### src/rtl/alu_ctrl_pkg.sv
// Shared ALU control codes, op-class constants and FSM state encodings
// for the multi-cycle ALU control decoder.
package alu_ctrl_pkg;

    localparam int ALU_CTRL_W = 5;
    typedef logic [ALU_CTRL_W-1:0] alu_ctrl_t;

    localparam alu_ctrl_t ALU_AND    = 5'b00000;
    localparam alu_ctrl_t ALU_OR     = 5'b00001;
    localparam alu_ctrl_t ALU_ADD    = 5'b00010;
    localparam alu_ctrl_t ALU_XOR    = 5'b00011;
    localparam alu_ctrl_t ALU_SLL    = 5'b00100;
    localparam alu_ctrl_t ALU_SRL    = 5'b00101;
    localparam alu_ctrl_t ALU_SUB    = 5'b00110;
    localparam alu_ctrl_t ALU_SRA    = 5'b00111;
    localparam alu_ctrl_t ALU_SLT    = 5'b01000;
    localparam alu_ctrl_t ALU_SLTU   = 5'b01001;
    localparam alu_ctrl_t ALU_MUL    = 5'b10000;
    localparam alu_ctrl_t ALU_MULH   = 5'b10001;
    localparam alu_ctrl_t ALU_MULHSU = 5'b10010;
    localparam alu_ctrl_t ALU_MULHU  = 5'b10011;
    localparam alu_ctrl_t ALU_DIV    = 5'b10100;
    localparam alu_ctrl_t ALU_DIVU   = 5'b10101;
    localparam alu_ctrl_t ALU_REM    = 5'b10110;
    localparam alu_ctrl_t ALU_REMU   = 5'b10111;

    localparam logic [1:0] ALU_OP_ADD   = 2'b00;
    localparam logic [1:0] ALU_OP_SUB   = 2'b01;
    localparam logic [1:0] ALU_OP_RTYPE = 2'b10;
    localparam logic [1:0] ALU_OP_ITYPE = 2'b11;

    localparam logic [6:0] F7_BASE   = 7'b0000000;
    localparam logic [6:0] F7_ALT    = 7'b0100000;
    localparam logic [6:0] F7_MULDIV = 7'b0000001;

    typedef logic [1:0] state_t;
    localparam state_t ST_IDLE = 2'd0;
    localparam state_t ST_RUN  = 2'd1;
    localparam state_t ST_DONE = 2'd2;

    function automatic alu_ctrl_t base_code(input logic [2:0] funct3);
        case (funct3)
            3'b000:  return ALU_ADD;
            3'b001:  return ALU_SLL;
            3'b010:  return ALU_SLT;
            3'b011:  return ALU_SLTU;
            3'b100:  return ALU_XOR;
            3'b101:  return ALU_SRL;
            3'b110:  return ALU_OR;
            default: return ALU_AND;
        endcase
    endfunction

endpackage

### src/rtl/alu_ctrl_decode.sv
// Purpose: combinational decode of alu_op/funct7/funct3 into an ALU control code.
// Latency: zero cycles (pure combinational).
// Backpressure: none; the caller decides when the result is captured.
module alu_ctrl_decode
    import alu_ctrl_pkg::*;
#(
    parameter bit ENABLE_M = 1'b1
) (
    input  logic [1:0] alu_op,
    input  logic [6:0] funct7,
    input  logic [2:0] funct3,
    output alu_ctrl_t  code,
    output logic       illegal,
    output logic       multicycle
);

    // Illegal paths leave code at ADD so the datapath never sees X.
    always_comb begin
        code       = ALU_ADD;
        illegal    = 1'b0;
        multicycle = 1'b0;
        case (alu_op)
            ALU_OP_ADD: code = ALU_ADD;
            ALU_OP_SUB: code = ALU_SUB;
            ALU_OP_RTYPE: begin
                case (funct7)
                    F7_BASE: code = base_code(funct3);
                    F7_ALT: begin
                        if (funct3 == 3'b000)      code = ALU_SUB;
                        else if (funct3 == 3'b101) code = ALU_SRA;
                        else                       illegal = 1'b1;
                    end
                    F7_MULDIV: begin
                        if (ENABLE_M) begin
                            code       = {2'b10, funct3};
                            multicycle = 1'b1;
                        end else begin
                            illegal = 1'b1;
                        end
                    end
                    default: illegal = 1'b1;
                endcase
            end
            default: begin
                // I-type: funct7 only matters for the shift encodings.
                if (funct3 == 3'b001) begin
                    if (funct7 == F7_BASE) code = ALU_SLL;
                    else                   illegal = 1'b1;
                end else if (funct3 == 3'b101) begin
                    if (funct7 == F7_BASE)     code = ALU_SRL;
                    else if (funct7 == F7_ALT) code = ALU_SRA;
                    else                       illegal = 1'b1;
                end else begin
                    code = base_code(funct3);
                end
            end
        endcase
    end

endmodule

### src/rtl/alu_control_mc.sv
// Purpose: registered ALU control code with MUL/DIV latency sequencing.
// Latency: code valid 1 cycle after accept; done_o at +1 / +MUL_LAT / +DIV_LAT.
// Backpressure: ready_o low while a multi-cycle op runs; flush_i aborts at once.
module alu_control_mc
    import alu_ctrl_pkg::*;
#(
    parameter bit ENABLE_M = 1'b1,
    parameter int MUL_LAT  = 3,
    parameter int DIV_LAT  = 33
) (
    input  logic                  clk_i,
    input  logic                  rst_ni,
    input  logic                  flush_i,
    input  logic                  valid_i,
    output logic                  ready_o,
    input  logic [1:0]            alu_op_i,
    input  logic [6:0]            funct7_i,
    input  logic [2:0]            funct3_i,
    output logic [ALU_CTRL_W-1:0] alu_control_op_o,
    output logic                  op_valid_o,
    output logic                  multicycle_o,
    output logic                  busy_o,
    output logic                  done_o,
    output logic                  illegal_o
);

    localparam int MAX_LAT = (MUL_LAT > DIV_LAT) ? MUL_LAT : DIV_LAT;
    localparam int CNT_W   = (MAX_LAT > 1) ? $clog2(MAX_LAT) : 1;
    localparam logic [CNT_W-1:0] MUL_LOAD = CNT_W'((MUL_LAT >= 2) ? (MUL_LAT - 2) : 0);
    localparam logic [CNT_W-1:0] DIV_LOAD = CNT_W'(DIV_LAT - 2);

    alu_ctrl_t        dec_code;
    logic             dec_illegal;
    logic             dec_mc;
    state_t           state_q, state_d;
    logic [CNT_W-1:0] cnt_q, cnt_d;
    alu_ctrl_t        code_q;
    logic             illegal_q;
    logic             mc_q;
    logic             accept;
    logic             dec_is_div;
    logic             dec_single;

    alu_ctrl_decode #(.ENABLE_M(ENABLE_M)) u_decode (
        .alu_op     (alu_op_i),
        .funct7     (funct7_i),
        .funct3     (funct3_i),
        .code       (dec_code),
        .illegal    (dec_illegal),
        .multicycle (dec_mc)
    );

    assign ready_o    = (state_q != ST_RUN);
    assign accept     = valid_i && ready_o && !flush_i;
    assign dec_is_div = dec_code[2];
    // A one-cycle MUL completes like a base op and never enters RUN.
    assign dec_single = !dec_mc || (!dec_is_div && (MUL_LAT == 1));

    always_comb begin
        state_d = state_q;
        cnt_d   = cnt_q;
        if (flush_i) begin
            state_d = ST_IDLE;
            cnt_d   = '0;
        end else if (accept) begin
            if (dec_single) begin
                state_d = ST_DONE;
            end else begin
                state_d = ST_RUN;
                cnt_d   = dec_is_div ? DIV_LOAD : MUL_LOAD;
            end
        end else begin
            case (state_q)
                ST_RUN: begin
                    if (cnt_q == '0) state_d = ST_DONE;
                    else             cnt_d   = cnt_q - CNT_W'(1);
                end
                ST_DONE: state_d = ST_IDLE;
                default: state_d = state_q;
            endcase
        end
    end

    always_ff @(posedge clk_i or negedge rst_ni) begin
        if (!rst_ni) begin
            state_q   <= ST_IDLE;
            cnt_q     <= '0;
            code_q    <= ALU_ADD;
            illegal_q <= 1'b0;
            mc_q      <= 1'b0;
        end else begin
            state_q <= state_d;
            cnt_q   <= cnt_d;
            if (flush_i) begin
                illegal_q <= 1'b0;
                mc_q      <= 1'b0;
            end else if (accept) begin
                code_q    <= dec_code;
                illegal_q <= dec_illegal;
                mc_q      <= dec_mc;
            end
        end
    end

    assign alu_control_op_o = code_q;
    assign op_valid_o       = (state_q != ST_IDLE);
    assign busy_o           = (state_q == ST_RUN);
    assign done_o           = (state_q == ST_DONE);
    assign multicycle_o     = mc_q && op_valid_o;
    assign illegal_o        = illegal_q && op_valid_o;

endmodule
### config.mk
export PLATFORM = sky130hd
export DESIGN_NAME = alu_control_mc
export DESIGN_NICKNAME = d
export VERILOG_FILES = /design/src/rtl/alu_ctrl_pkg.sv /design/src/rtl/alu_ctrl_decode.sv /design/src/rtl/alu_control_mc.sv
export SDC_FILE = /design/constraint.sdc
export NUM_CORES = 1
export LEC_CHECK = 0
export CORE_MARGIN = 2
export CORE_UTILIZATION = 55
export CTS_BUF_LIST = sky130_fd_sc_hd__clkbuf_8 sky130_fd_sc_hd__clkbuf_16
export CTS_CLUSTER_SIZE = 24
export DETAILED_ROUTE_END_ITERATION = 10
export DONT_BUFFER_PORTS = 1
export PLACE_DENSITY = 0.81
export SLEW_MARGIN = 20
export SYNTH_ARGS = -nofsm -noshare
export SYNTH_HDL_FRONTEND = slang
export SYNTH_SLANG_ARGS = --single-unit
### constraint.sdc
create_clock -name clk_i -period 1.6 [get_ports clk_i]
set_clock_uncertainty 0.15 [all_clocks]
set_input_delay 0.32 -clock clk_i [delete_from_list [all_inputs] [get_ports clk_i]]
set_output_delay 0.32 -clock clk_i [all_outputs]
set_load 0.02 [all_outputs]
# Word-level counts from Yosys, hierarchy flattened
# Index checks and enable logic that the tools add are counted.
[classes]
reduce_logical = 18
n_mux = 37
add_sub_neg = 1
n_eq_ne = 16
bitwise = 1
[ops]
columns = ["cell", "n"]
rows = [
  ["2-to-1 mux 6 bit", 5],
  ["one-hot mux 5 bit (3 select lines)", 2],
  ["one-hot mux 4 bit (7 select lines)", 1],
  ["2-to-1 mux 5 bit", 5],
  ["one-hot mux 4 bit (5 select lines)", 1],
  ["2-to-1 mux 1 bit", 13],
  ["== test 3 bit, second input constant", 3],
  ["2-to-1 mux 3 bit", 3],
  ["2-to-1 mux 2 bit", 4],
  ["== test 7 x 1 -> 1 bit, second input constant", 1],
  ["== test 7 x 6 -> 1 bit, second input constant", 1],
  ["zero test 7 bit", 1],
  ["== test 3 x 2 -> 1 bit, second input constant", 2],
  ["zero test 6 bit", 1],
  ["!= test 3 bit, second input constant", 2],
  ["subtractor 6 x 1 -> 6 bit, second input constant", 1],
  ["== test 2 x 1 -> 1 bit, second input constant", 2],
  ["== test 2 bit, second input constant", 2],
  ["logical AND 1 bit", 4],
  ["!= test 4 x 2 -> 1 bit, second input constant", 1],
  ["one-hot mux 1 bit (2 select lines)", 2],
  ["one-hot mux 2 bit (2 select lines)", 1],
  ["AND reduction 2 bit", 2],
  ["nonzero test 2 bit", 2],
  ["other kinds (10)", 11],
]
[word_totals]
output_inout_bits = 11
ff_bits = 15
word_cells = 78

# Longest topological paths before layout
[depth]
ltp_word = 10
depth_mapped = 7
ltp_nobuf = 7

# Modules after synthesis
# From an unflattened synthesis, not the netlist that was laid out.
[unflattened]
cells_unflattened = 126
area_unflattened_um2 = 1134.8
[modules_own_cells]
columns = ["mod", "cells_per_inst", "instances", "area_per_inst_um2"]
rows = [
  ["alu_control_mc", 81, 1, 834.6],
  ["alu_ctrl_decode", 45, 1, 300.3],
]

# Worst setup path before layout
# Ideal clock, no wire load.
[synth_timing]
path_type = "register -> register"
start = "register state_q[1]"
end = "register cnt_q[2]"
path_buffers = 0
period_less_slack_ns = 1.713
arrival_time_ns = 1.445
path_slack_ns = -0.113
t_required_ns = 1.332
path_stages_with_launch = 8
setup_ns = 0.118
cell_sequence = "dfrtp_1 nand2b_4 inv_4 nor3_4 nand3_4 a22oi_1 o32ai_1 a21o_1"
[synth_between]
elab_chain_cells = 5
[synth_rtl]
columns = ["element", "line_no", "source"]
rows = [
  ["from (decl)", "alu_control_mc.sv:35", "state_t state_q, state_d;"],
  ["from (signal assigned)", "alu_control_mc.sv:92", "state_q <= state_d;"],
  ["!= test 2 x 1 -> 1 bit (*)", "alu_control_mc.sv:53", "assign ready_o = (state_q != ST_RUN);"],
  ["named net ready_o", "alu_control_mc.sv:15", "output logic ready_o,"],
  ["logical AND 1 bit (*) (2 in a row)", "alu_control_mc.sv:54", "assign accept = valid_i && ready_o && !flush_i;"],
  ["!= test 3 bit (no line) (tied with other cells)", "-", ""],
  ["AND reduction 3 bit (no line) / 2-to-1 mux 6 bit (equally long branches)", "-", ""],
  ["to (signal assigned)", "alu_control_mc.sv:93", "cnt_q <= cnt_d;"],
  ["to (decl)", "alu_control_mc.sv:36", "logic [CNT_W-1:0] cnt_q, cnt_d;"],
]
# The timed path passes the listed nets; every way through them passes the cells marked *.
# A chain may end at the register's enable or synchronous reset.

# Worst setup path in the final report
[layout_timing]
start = "register state_q[0]"
end = "register state_q[1]"
[layout_between]
elab_chain_cells = 5
[layout_rtl]
columns = ["element", "line_no"]
rows = [
  ["!= test 2 x 1 -> 1 bit", "alu_control_mc.sv:53"],
  ["logical AND 1 bit (2 in a row)", "alu_control_mc.sv:54"],
  ["!= test 4 x 2 -> 1 bit (no line) (tied with other cells)", "-"],
  ["AND reduction 2 bit (no line) / 2-to-1 mux 2 bit (equally long branches)", "-"],
]
# Several ways; a longest one is shown, not always the timed one.

==> results.sh <==
export IMPL_ys_ff_latch=15
export IMPL_root_buffer="clkbuf_8"
export IMPL_die_w_um=50.1
export IMPL_synth_top_family_by_area="simple AND/OR/NAND/NOR gates"
export IMPL_diodes=0
export IMPL_vias=1105
export IMPL_chipHeight_um=50.1
export IMPL_tns_ps=-418
export IMPL_async_flop_share_pct=100
export IMPL_slew_headroom_pct=52.2
export IMPL_fin_area_sq_um=1510
export IMPL_firstDrtPassIters=4
export IMPL_fmax_mhz=597
export IMPL_path_delay_family="simple AND/OR/NAND/NOR gates"
export IMPL_synthMuxAreaShare_pct=0.963
export IMPL_synth_edff_count=0
export IMPL_synthAdderAreaFrac_pct=2.14
export IMPL_placementRows=16
export IMPL_fin_ws_ps=-74.5
export IMPL_irDropWorstVdd_v=0.000498
export IMPL_finalHoldViolCount=0
export IMPL_clkTransAtPathRegs_ps=60
export IMPL_drc=0
export IMPL_routed_wl_um=3010
export IMPL_yosysWarnings=0
export IMPL_worstSkewPairLatency_ps=260
export IMPL_ys_seq_area_share_pct=32.2
export IMPL_port_buffers=0
export IMPL_dp_hpwl_um=2060
export IMPL_finish_net_count=179
export IMPL_cts_buffers=3
export IMPL_track_usage_pct=26.6
export IMPL_io_pins=27
export IMPL_power_density_nw_per_um2=573
export IMPL_fin_crit_sh_pct=105
export IMPL_die_area_sq_um=2510
export IMPL_synth_area_sq_um=1170
export IMPL_cts_path_max_buffers=2
export IMPL_cp_slowest_cell="dfrtp_1"
export IMPL_syn_area_per_cell_sq_um=9.00
export IMPL_synth_compound_area_share_pct=22.4
export IMPL_failed_checks="negative setup slack"
export IMPL_hold_class="input pin to flip-flop"
export IMPL_place_congestion=0.879
export IMPL_maxCapViolations=0
export IMPL_cp_required_ps=1580
export IMPL_grt_pass1_vias=1188
export IMPL_yosysUniqueCellTypes=51
export IMPL_htreeDepth=1
export IMPL_cts_tree="built"
export IMPL_synthSimpleGateAreaFrac_pct=34.4
export IMPL_dp_slack_ps=-179
export IMPL_path_cells="nand2b_4 > inv_8 > nor3_4 > nand3_4 > buf_4 > a21oi_2 > nor4_1"
export IMPL_synth_xor_area_share_pct=2.25
export IMPL_synthFlopType="dfrtp_1"
export IMPL_overflow=0
export IMPL_synth_nets=148
export IMPL_placed_area_sq_um=1340
export IMPL_grt_pass1_wl_um=5030
export IMPL_final_min_clock_period_ps=1670
export IMPL_cp_max_fo=6
export IMPL_outcome="finished with violations"
export IMPL_cp_arrival_ps=1650
export IMPL_cp_num_buf_inv=2
export IMPL_end_kind="flip-flop"
export IMPL_drt_iter0_drc=13
export IMPL_cts_sinks=15
export IMPL_drive_gt1_share_pct=38.8
export IMPL_antenna_found_initial=0
export IMPL_initial_core_util_pct=59.0
export IMPL_core_sq_um=1980
export IMPL_setup_viol=8
export IMPL_rsz0062_at_grt="yes"
export IMPL_slowest_delay_ps=420
export IMPL_leakage_nw=0.682
export IMPL_grt_max_degree=16
export IMPL_finalPower_mw=0.868
export IMPL_crit_type="flip-flop to flip-flop"
export IMPL_worstMarginPinSlew_ps=715
export IMPL_viasPerCell=5.91
export IMPL_ant_nets=0
export IMPL_wire_per_inst_um=16.1
export IMPL_startpoint_type="flip-flop"
export IMPL_synth_cells=130
export IMPL_slew_viol_final=0
export IMPL_areaGrowthSynthToFinish_pct=29.4
[registers in the layout, indices dropped and copies added, names as in the netlist]
register	flops
alu_control_op_o	5
mc_q	1
state_q	2
illegal_q	1
cnt_q	6
[synth_stat cells (2+ instances only)]
cell | n | area, sq um
dfrtp_1 | 14 | 350
nand2_1 | 13 | 48.8
nor2_1 | 11 | 41.3
inv_1 | 7 | 26.3
nand3_1 | 6 | 30.0
nor2b_1 | 6 | 37.5
a21oi_1 | 5 | 25.0
o21ai_0 | 5 | 25.0
a21o_1 | 3 | 22.5
and2_1 | 3 | 18.8
nand2_2 | 3 | 18.8
nand4_1 | 3 | 18.8
nor3_4 | 3 | 48.8
xnor2_1 | 3 | 26.3
a211oi_1 | 2 | 15.0
a22oi_1 | 2 | 15.0
a31oi_1 | 2 | 12.5
buf_2 | 2 | 10.0
ha_1 | 2 | 25.0
nor3_1 | 2 | 10.0
nor4_1 | 2 | 12.5
o21a_1 | 2 | 15.0
[report_power, final]
group | switching (mW) | internal [mW] | total, mW
Clock | 0.155 | 0.173 | 0.329
Combinational | 0.0621 | 0.0656 | 0.128
Sequential | 0.0193 | 0.393 | 0.412
[cell type report]
type | instances | area [sq um]
Clock buffer | 3 | 41.3
Clock inverter | 1 | 5.00
Fill cell | 139 | 468
Inverter | 8 | 37.5
Multi-Input combinational cell | 102 | 764
Sequential cell | 15 | 377
Tap cell | 27 | 33.8
Timing Repair Buffer | 31 | 255
[worst paths after layout]
kind / startpoint / endpoint / slack [ps] / cells after the start
setup / recovery: state_q[0] / state_q[1] / -70 / 7
hold / removal: flush_i / cnt_q[0] / 20 / 1
setup reg to reg: state_q[0] / state_q[1] / -70 / 7
hold reg to reg: illegal_q / illegal_q / 390 / 2
max in group asynchronous: rst_ni / cnt_q[3] / 440 / 1
min in group asynchronous: rst_ni / alu_control_op_o[0] / 400 / 1
[metal layers]
| metal | GRT usage (%) | routed length, um | vias up |
|---|---|---|---|
| li1 | - | - | 532 |
| met4 | 15.3 | 89 | 0 |
| met3 | 3.64 | 98 | 9 |
| met1 | 30.9 | 1230 | 535 |
| met2 | 46.3 | 1600 | 29 |
| met5 | 0 | 0 | - |
[cell usage in the layout, fill, tap and decap left out, types with 3 or more instances in the layout]
cell type / instances
nor2_1: 11
nand3_1: 5
nand2_1: 13
clkbuf_8: 3
nand2_2: 3
a21o_1: 3
o21ai_0: 5
inv_1: 6
a21oi_1: 4
nand4_1: 3
buf_4: 24
nor3_4: 3
dfrtp_1: 14
dlygate4sd3_1: 3
nor2b_1: 5
buf_6: 4
xnor2_1: 3
[cell families (layout without fill, tap and decap cells)]
logic type / Yosys count / in the layout
simple gates: 63 / 63
compound gates: 33 / 33
flops: 15 / 15
buf+inv: 13 / 43
xor+xnor: 3 / 3
fa+ha+maj: 2 / 2
mux: 1 / 1
[what timing repair did]
action                                  CTS  global route
hold endpoints to repair                 21             0
setup buffers                             4             3
pin swaps                                 5             3
hold buffers                              3             0
endpoints found under the setup margin    7            13
gates resized for setup                   9             6
[stage by stage]
stage / cells / utilization, % / hold slack, ps
after global routing: 187 / 76.4 / 27.8
after global placement: 173 / 67.6 / -125
after floorplan: 130 / - / -126
after CTS: 184 / 74.4 / 13.7
final: 187 / 76.4 / 15.8
after detailed placement: 173 / 67.6 / -125
Power figures use the tool's default switching activity.
